<file path="src/rtl/booth_mult_pkg.sv">
// booth_mult_pkg: shared FSM state and Booth recoding types for booth_mult_radix2
package booth_mult_pkg;
    typedef enum logic [1:0] {IDLE, CALC, DONE} state_t;
    typedef enum logic [1:0] {NOP, ADD, SUB} op_t;
    function automatic op_t booth_op(input logic q0, input logic qm1);
        return (q0 == qm1) ? NOP : (q0 ? SUB : ADD);
    endfunction
endpackage

</file>
<file path="src/rtl/booth_mult_radix2_if.sv">
// booth_mult_radix2_if: operand/start request and product/ready/err response bundle
interface booth_mult_radix2_if #(parameter int L_word = 4);
    logic [L_word-1:0] word1;
    logic [L_word-1:0] word2;
    logic start;
    logic [2*L_word-1:0] product;
    logic err;
    logic ready;
    modport master(output word1, word2, start, input product, err, ready);
    modport slave(input word1, word2, start, output product, err, ready);
endinterface

</file>
<file path="src/rtl/booth_step.sv">
// booth_step: one radix-2 Booth iteration, add/sub of sign-extended M then arithmetic right shift
module booth_step import booth_mult_pkg::*; #(parameter int L_word = 4) (
    input  logic [L_word:0]   a_i,
    input  logic [L_word-1:0] q_i,
    input  logic              qm1_i,
    input  logic [L_word-1:0] m_i,
    output logic [L_word:0]   a_o,
    output logic [L_word-1:0] q_o,
    output logic              qm1_o
);
    logic [L_word:0] mx;
    logic [L_word:0] sum;
    op_t op;
    always_comb begin
        op = booth_op(q_i[0], qm1_i);
        mx = {m_i[L_word-1], m_i};
        sum = (op == ADD) ? a_i + mx : (op == SUB) ? a_i - mx : a_i;
        {a_o, q_o, qm1_o} = {sum[L_word], sum, q_i};
    end
endmodule

</file>
<file path="src/rtl/booth_mult_radix2.sv">
// booth_mult_radix2: sequential radix-2 Booth signed multiplier, one step per clock
// Optional sticky protocol-error flag when MBOOTH_ERR_EN is defined.
module booth_mult_radix2 import booth_mult_pkg::*; #(parameter int L_word = 4) (
    input logic clk,
    input logic rst_n,
    booth_mult_radix2_if.slave bus
);
    localparam int CW = $clog2(L_word + 1);
    state_t state_q, state_d;
    logic [CW-1:0] cnt_q, cnt_d;
    logic [L_word-1:0] m_q, m_d, q_q, q_d, q_s;
    logic [L_word:0] a_q, a_d, a_s;
    logic qm1_q, qm1_d, qm1_s;
    logic [2*L_word-1:0] product_q, product_d;
    logic ready_q, ready_d;
    logic accept, calc, last;
    assign accept = bus.start && (state_q != CALC);
    assign calc = (state_q == CALC);
    assign last = calc && (cnt_q == CW'(L_word - 1));
    booth_step #(.L_word(L_word)) u_step (
        .a_i(a_q), .q_i(q_q), .qm1_i(qm1_q), .m_i(m_q),
        .a_o(a_s), .q_o(q_s), .qm1_o(qm1_s)
    );
    always_ff @(posedge clk or posedge rst_n) begin
        if (rst_n) begin
            state_q   <= IDLE;
            cnt_q     <= '0;
            m_q       <= '0;
            a_q       <= '0;
            q_q       <= '0;
            qm1_q     <= 1'b0;
            product_q <= '0;
            ready_q   <= 1'b0;
        end else begin
            state_q   <= state_d;
            cnt_q     <= cnt_d;
            m_q       <= m_d;
            a_q       <= a_d;
            q_q       <= q_d;
            qm1_q     <= qm1_d;
            product_q <= product_d;
            ready_q   <= ready_d;
        end
    end
    always_comb begin
        state_d = accept ? CALC : last ? DONE : state_q;
    end
    // Product is taken from the post-shift value of the final step, not from A/Q registers.
    always_comb begin
        m_d       = accept ? bus.word1 : m_q;
        a_d       = accept ? '0 : calc ? a_s : a_q;
        q_d       = accept ? bus.word2 : calc ? q_s : q_q;
        qm1_d     = accept ? 1'b0 : calc ? qm1_s : qm1_q;
        cnt_d     = accept ? '0 : calc ? cnt_q + CW'(1) : cnt_q;
        product_d = last ? {a_s[L_word-1:0], q_s} : product_q;
        ready_d   = accept ? 1'b0 : last ? 1'b1 : ready_q;
    end
    assign bus.product = product_q;
    assign bus.ready   = ready_q;
`ifdef MBOOTH_ERR_EN
    logic err_q, err_d;
    always_comb begin
        err_d = accept ? 1'b0 : (calc && bus.start) ? 1'b1 : err_q;
    end
    always_ff @(posedge clk or posedge rst_n) begin
        if (rst_n) err_q <= 1'b0;
        else err_q <= err_d;
    end
    assign bus.err = err_q;
`else
    assign bus.err = 1'b0;
`endif
endmodule

</file>
<file path="src/flat_wrapper.sv">
// flat-port wrapper written by rule: the top's interface ports become plain ports
module booth_mult_radix2_flat import booth_mult_pkg::*;
#(parameter int L_word = 4)
  (clk, rst_n, bus_word1, bus_word2, bus_start, bus_product, bus_err, bus_ready);
  booth_mult_radix2_if #(.L_word(L_word)) bus_i ();
  input logic clk;
  input logic rst_n;
  input wire logic [$bits(bus_i.word1)-1:0] bus_word1;
  input wire logic [$bits(bus_i.word2)-1:0] bus_word2;
  input wire logic [$bits(bus_i.start)-1:0] bus_start;
  output wire logic [$bits(bus_i.product)-1:0] bus_product;
  output wire logic [$bits(bus_i.err)-1:0] bus_err;
  output wire logic [$bits(bus_i.ready)-1:0] bus_ready;
  assign bus_i.word1 = bus_word1;
  assign bus_i.word2 = bus_word2;
  assign bus_i.start = bus_start;
  assign bus_product = bus_i.product;
  assign bus_err = bus_i.err;
  assign bus_ready = bus_i.ready;
  booth_mult_radix2 #(.L_word(L_word)) u_core (.clk(clk), .rst_n(rst_n), .bus(bus_i));
endmodule
</file>
<file path="config.mk">
export PLATFORM = sky130hd
export DESIGN_NAME = booth_mult_radix2_flat
export DESIGN_NICKNAME = d
export VERILOG_FILES = /design/src/rtl/booth_mult_pkg.sv /design/src/rtl/booth_mult_radix2_if.sv /design/src/rtl/booth_step.sv /design/src/rtl/booth_mult_radix2.sv /design/src/flat_wrapper.sv
export SDC_FILE = /design/constraint.sdc
export NUM_CORES = 1
export LEC_CHECK = 0
export BUFFER_PORTS_ARGS = -buffer_cell sky130_fd_sc_hd__buf_2
export CAP_MARGIN = 15
export CORE_MARGIN = 2
export CORE_UTILIZATION = 25
export DETAILED_ROUTE_END_ITERATION = 16
export PLACE_DENSITY = 0.43
export SYNTH_ARGS = -nofsm -noshare
export SYNTH_HDL_FRONTEND = slang
export SYNTH_SLANG_ARGS = --single-unit
</file>
<file path="constraint.sdc">
create_clock -name clk -period 2.2 [get_ports clk]
set_input_delay 0.11 -clock clk [delete_from_list [all_inputs] [get_ports clk]]
set_output_delay 0.11 -clock clk [all_outputs]
set_load 0.01 [all_outputs]
</file>
Word level (Yosys, flattened, before mapping)
Cells that the tools add are included.
{"block": "op_classes", "add_sub_neg": 3, "reduce_logical": 4, "n_eq_ne": 6, "mux": 16}
{"cell": "two-way mux 5 bit", "count": 4}
{"cell": "two-way mux 2 bit", "count": 4}
{"cell": "two-way mux 4 bit", "count": 2}
{"cell": "two-way mux 3 bit", "count": 2}
{"cell": "adder 5 bit", "count": 1}
{"cell": "subtractor 5 bit", "count": 1}
{"cell": "== test 2 x 1 -> 1 bit (second input constant)", "count": 2}
{"cell": "two-way mux 1 bit", "count": 4}
{"cell": "nonzero test 2 bit", "count": 2}
{"cell": "adder 3 x 1 -> 3 bit (second input constant)", "count": 1}
{"cell": "== test 3 x 2 -> 1 bit (second input constant)", "count": 1}
{"cell": "== test 2 bit (second input constant)", "count": 1}
{"cell": "logical AND 1 bit", "count": 2}
{"cell": "inequality test 2 x 1 -> 1 bit (second input constant)", "count": 1}
{"cell": "== test 1 bit", "count": 1}
{"block": "word_totals", "inputBits": 11, "out_inout_bits": 10, "ff_bits": 28, "word_cells": 37}

Depth between registers and ports, before layout
{"block": "logic_depth", "word_depth": 7, "depth_mapped": 8, "ltp_nobuf": 8}

By module
A second synthesis with hierarchy kept.
{"block": "unflattened", "hier_cells": 149, "hier_area_um2": 1592.8}
{"module": "booth_mult_radix2", "cells_per_inst": 93, "n_inst": 1, "seq_area_each_um2": 675.6, "area_each_um2": 1172.4}
{"module": "booth_step", "cells_per_inst": 56, "n_inst": 1, "seq_area_each_um2": 0.0, "area_each_um2": 420.4}

Worst setup path before layout
OpenSTA, ideal clock, no wires.
{"block": "synth_timing", "path_type": "register to register", "start": "register u_core.a_q[1]", "end": "register u_core.product_q[7], in the netlist u_core.bus.product[7]", "period_less_slack_ns": 1.680, "setup_ns": 0.133, "t_required_ns": 2.067, "n_path_buf": 0, "stages_incl_launch_ff": 7, "path_slack_ns": 0.520, "t_arrival_ns": 1.547, "cell_sequence": "dfrtp_1 -> inv_1 -> fa_1 -> or2_2 -> a22oi_1 -> a211o_1 -> o21ai_0"}
{"block": "synth_via", "elab_chain_cells": 3, "word_cells_on_any_way": 4, "cone_classes": "add/sub (2); mux (2)"}
{"item": "start, declared", "line_no": "booth_mult_radix2.sv:12", "source": "logic [L_word:0] a_q, a_d, a_s;"}
{"item": "start signal, assigned", "line_no": "booth_mult_radix2.sv:29", "source": "a_q <= '0;"}
{"item": "start signal, assigned", "line_no": "booth_mult_radix2.sv:38", "source": "a_q <= a_d;"}
{"item": "subtractor 5 bit", "line_no": "booth_step.sv:17", "source": "sum = (op == ADD) ? a_i + mx : (op == SUB) ? a_i - mx : a_i;"}
{"item": "two-way mux 5 bit", "line_no": "booth_step.sv:17"}
{"item": "two-way mux 5 bit *", "line_no": "booth_step.sv:17"}
{"item": "end signal, assigned", "line_no": "booth_mult_radix2.sv:41", "source": "product_q <= product_d;"}
{"item": "end, declared", "line_no": "booth_mult_radix2.sv:14", "source": "logic [2*L_word-1:0] product_q, product_d;"}
Mark *: on every way between the ends. The rest lies on a longest branch, timed or not.
A chain may end at the register's enable or synchronous reset.

Final worst setup path
{"block": "layout_timing", "start": "register u_core.a_q[0]", "end": "register u_core.product_q[5], in the netlist u_core.bus.product[5]"}
The elaborated chain is that of the path after synthesis.

==> impl_summary.md <==
Run status
The flow ran to the end, and the final reports show no timing, DRC or antenna violations.

Synth
Counting flops and latches in the post-synthesis netlist gives 26. The leading cell type by number of instances after synthesis is sky130_fd_sc_hd__dfrtp_1. Of all flip-flops after synthesis, the portion carrying an async set or reset was 1.00. Synthesis produced a netlist with a net count of 168. The compound-gate portion of the synthesized area is 0.133. In the synthesized netlist, the cells that appear most often are 26 x sky130_fd_sc_hd__dfrtp_1, 15 x sky130_fd_sc_hd__inv_1, 15 x sky130_fd_sc_hd__nand2_1. The share of synthesized area in the top cell type comes to 0.445.

By area, the combinational part of the netlist is dominated by simple AND/OR/NAND/NOR gates. During synthesis, Yosys emitted a total of 0 warnings. The fraction of the mapped netlist area in simple logic gates is 0.158.

After synthesis, the share of cell area in mux cells is 0.0744. In the synthesized netlist the dominant register cell turns out to be sky130_fd_sc_hd__dfrtp_1. Synthesis instantiated 34 different standard cells from the library. The average cell area after synthesis is 10.1 um2. Ranked by total cell area, the synthesized netlist is headed by sky130_fd_sc_hd__dfrtp_1 44%, sky130_fd_sc_hd__ha_1 8.6%, sky130_fd_sc_hd__mux2_2 5.4%, sky130_fd_sc_hd__o21ai_0 4.8%, sky130_fd_sc_hd__inv_1 3.8%. The count of flip-flops with a built-in enable after synthesis is 0.

Of the total synthesized cell area, the portion taken by full adders, half adders and majority gates is 0.113. Of the synthesized area, sequential elements account for 0.445. The area of the mapped netlist is 0.00146 mm2. The post-synthesis xor/xnor area fraction is 0.0111. The gate count after technology mapping is 145. The biggest area contributor in the post-synthesis netlist is sky130_fd_sc_hd__dfrtp_1.

Floorplanning
The die height is 80.5 um. The die outline area is 0.00648 mm2. The effective utilization at floorplan is 0.262.

After floorplanning, the core was sized to cover 0.00557 mm2. 21 I/O pins were placed. The die is 80.5 um wide. The floorplan has 27 rows.

Finish
The design area is 0.00171 mm2. The count of antenna diodes in the layout is 0. The final design utilization is 0.306. The layout overhead on the synthesized area is 16.8%. The ratio of cells with drive above 1 in the final layout is 0.217. Leaving out filler cells and counting taps, the final layout contains 238. The net count reported at finish is 190.

Global route
The number of antenna violations at the first check in global routing is 0. The number of global-route vias before repair is 1,150. The wire length of the first global-routing pass is 5.53 mm. Entering global routing, the biggest net connects 27 pins. The total global routing overflow is 0. The global-route usage over all layers is 0.111.

Clock network
The deepest clock path buffer count is 2. The latest clock arrival within the worst-skew pair is 0.28 ns. TritonCTS built the clock tree. The number of clock buffers added by TritonCTS is 3.

The H-tree depth is 1. Clock-pin slew was measured on the worst setup and hold paths at 0.10 ns. The tree is rooted in a sky130_fd_sc_hd__clkbuf_8. CTS saw 26 sinks.

Hold path
The destination of the worst hold path is u_core.m_q[0]$_DFFE_PP0P_. The cell depth of the worst min-delay path is 2. The origin of the worst min-delay path is bus_word1[0].

The path class of the tightest hold or removal check is in2reg.

Worst setup path
The arrival time reported for the critical path endpoint is 2.06 ns. The required time at the worst-slack endpoint is 2.41 ns. In this run the critical register-to-register path is launched from u_core.a_q[0]$_DFFE_PP0P_.

In this run the worst setup path begins at u_core.a_q[0]$_DFFE_PP0P_. The logic depth of the worst register-to-register path is 7. The internal reg-to-reg setup slack is 0.34 ns. In this run the critical register-to-register path is captured at u_core.bus.product[5]$_DFFE_PP0P_.

Of all nets on the critical path, the largest fanout is 3. The kind of start point of the critical path is a flip-flop. The kind of critical path is reg2reg.

The worst setup path is captured at a flip-flop.

Power
Power spread over the standard cell area amounts to 1630 mW/mm2. The analysis attributes to net switching a power of 1.24 mW. Of the total power, combinational logic draws 0.551.

Of the total power, the clock network draws 0.114. The switching power as a share of total power is 0.445. For this design the static power due to leakage is 0.804 nW.

Of the total power, registers draw 0.335. The post-route total power is 2.79 mW. The cell-internal power is 1.55 mW. The worst vdd rail ir drop is 0.499 mV.

Placement
Before CTS, the worst setup slack after placement is 0.384 ns. The placed standard-cell area is 0.00164 mm2. The number of buffer cells added on primary ports is 19. Routability-driven placement finished with a final weighted congestion of 0.884. The number of instances in the placed design is 233. The detailed placer's ending HPWL is 2.38 mm.

Timing
The sum of negative setup slack is 0 ns. Setup repair after global routing left no endpoint under its margin. The max-slew violation total from the final report is 0. The smallest clock period supported by the final layout is computed as 1.86 ns. Setup slack closes at 0.341 ns. The hold violation count in the final report is 0. The count of final setup violators is 0.

Clock skew on the completed layout was measured at 0.00697 ns. The maximum achievable frequency is 538 MHz. The ratio of final minimum period to clock period is 0.845.

The hold slack is 0.0596 ns.

Drt
The final route contains 1,115 vias. The detailed-routing iteration count for the pre-antenna-repair pass is 4. Using the TritonRoute via totals, the vias-per-cell ratio works out to 4.68. The final wirelength is 3.28 mm.

The first routing iteration left 61 violations. The number of design rule violations left after detail routing is 0. Once detail routing completed, the nets flagged for antenna violations numbered 0. After detailed routing, the average wire length per cell comes to 13.8 um.

Flow run
The reported max-cap violation count is 0.
==> worst max-delay path, stage by stage, from the launching register on <==
cell                       delay, ns
sky130_fd_sc_hd__dfrtp_1        0.41
sky130_fd_sc_hd__inv_1          0.08
sky130_fd_sc_hd__ha_1           0.17
sky130_fd_sc_hd__inv_1          0.06
sky130_fd_sc_hd__fa_1           0.42
sky130_fd_sc_hd__a221oi_1       0.30
sky130_fd_sc_hd__o22ai_1        0.20
sky130_fd_sc_hd__o21ai_1        0.15
==> how the worst max path moves through the flow <==
stage / slack [ns] / endpoint
after floorplan: 0.52 / u_core.bus.product[7]$_DFFE_PP0P_
after global placement: 0.40 / u_core.bus.product[7]$_DFFE_PP0P_
after detailed placement: 0.38 / u_core.bus.product[5]$_DFFE_PP0P_
after CTS: 0.36 / u_core.bus.product[5]$_DFFE_PP0P_
after global routing: 0.20 / u_core.a_q[1]$_DFFE_PP0P_
final: 0.34 / u_core.bus.product[5]$_DFFE_PP0P_
==> cell type report <==
class	instances	area, um2
fillers	582	3870
well taps	72	90.1
repair buffers	24	135
multi-input cells	97	721
inverters	15	56.3
clock buffers	4	55.1
flip-flops and latches	26	651
==> kinds of logic (layout without fill, tap and decap cells) <==
kind of cell	after synthesis	after routing
AO/OA/AOI/OAI	31	31
XOR/XNOR	1	1
adder cells (fa/ha/maj)	12	12
buffers and inverters	22	43
flip-flops	26	26
multiplexers	10	10
other	1	1
AND/OR/NAND/NOR	42	42
==> layout by cell type (no fill, tap or decap) <==
| cell | count |
|---|---|
| sky130_fd_sc_hd__nand4_1 | 2 |
| sky130_fd_sc_hd__inv_1 | 15 |
| sky130_fd_sc_hd__a211oi_1 | 2 |
| sky130_fd_sc_hd__nor2_1 | 2 |
| sky130_fd_sc_hd__ha_1 | 10 |
| sky130_fd_sc_hd__a221oi_1 | 2 |
| sky130_fd_sc_hd__buf_2 | 19 |
| sky130_fd_sc_hd__o31ai_1 | 3 |
| sky130_fd_sc_hd__mux2i_1 | 3 |
| sky130_fd_sc_hd__fa_1 | 2 |
| sky130_fd_sc_hd__nand3b_1 | 6 |
| sky130_fd_sc_hd__clkbuf_8 | 4 |
| sky130_fd_sc_hd__or2_2 | 1 |
| sky130_fd_sc_hd__xor2_2 | 1 |
| sky130_fd_sc_hd__nor2b_1 | 6 |
| sky130_fd_sc_hd__nand2b_1 | 2 |
| sky130_fd_sc_hd__o221ai_1 | 1 |
| sky130_fd_sc_hd__o21ai_0 | 14 |
| sky130_fd_sc_hd__or3_1 | 3 |
| sky130_fd_sc_hd__conb_1 | 1 |
| sky130_fd_sc_hd__a211o_1 | 1 |
| sky130_fd_sc_hd__nand2_1 | 15 |
| sky130_fd_sc_hd__dfrtp_1 | 26 |
| sky130_fd_sc_hd__o21ai_1 | 2 |
| sky130_fd_sc_hd__a21oi_1 | 2 |
| sky130_fd_sc_hd__a22oi_1 | 1 |
| sky130_fd_sc_hd__o22ai_1 | 1 |
| sky130_fd_sc_hd__or4_1 | 1 |
| sky130_fd_sc_hd__nor3_1 | 1 |
| sky130_fd_sc_hd__dlygate4sd3_1 | 1 |
| sky130_fd_sc_hd__o21a_1 | 1 |
| sky130_fd_sc_hd__mux2_2 | 7 |
| sky130_fd_sc_hd__a2111o_1 | 1 |
| sky130_fd_sc_hd__nor3b_1 | 3 |
| sky130_fd_sc_hd__buf_4 | 4 |
==> power by group through the flow <==
stage               clock, mW  combinational (mW)  sequential (mW)
detailed placement          0                1.53            0.948
global route            0.341                1.76            0.982
finish                  0.318                1.54            0.934
floorplan                   0                1.10            0.903
CTS                     0.328                1.54            0.942
global placement            0                1.51            0.934
==> state kept, by name, summed over array words and instances (netlist names) <==
name and flops:
u_core.bus.product 8, u_core.a_q 4, u_core.m_q 4, u_core.q_q 4
u_core.cnt_q 3, u_core.state_q 2, u_core.qm1_q 1
==> per-layer routing <==
layer	wire, um	global-route usage	vias to the layer above
met5	0	0	-
met4	112	0.0508	0
met3	114	0.0157	11
met2	1570	0.186	34
met1	1490	0.139	532
li1	-	-	538
==> what timing repair did <==
action,in CTS,in global routing
gates resized for setup,0,0
hold endpoints to repair,26,0
hold buffers,1,0
buffers inserted,0,0
(Power assumes the default switching activity.)
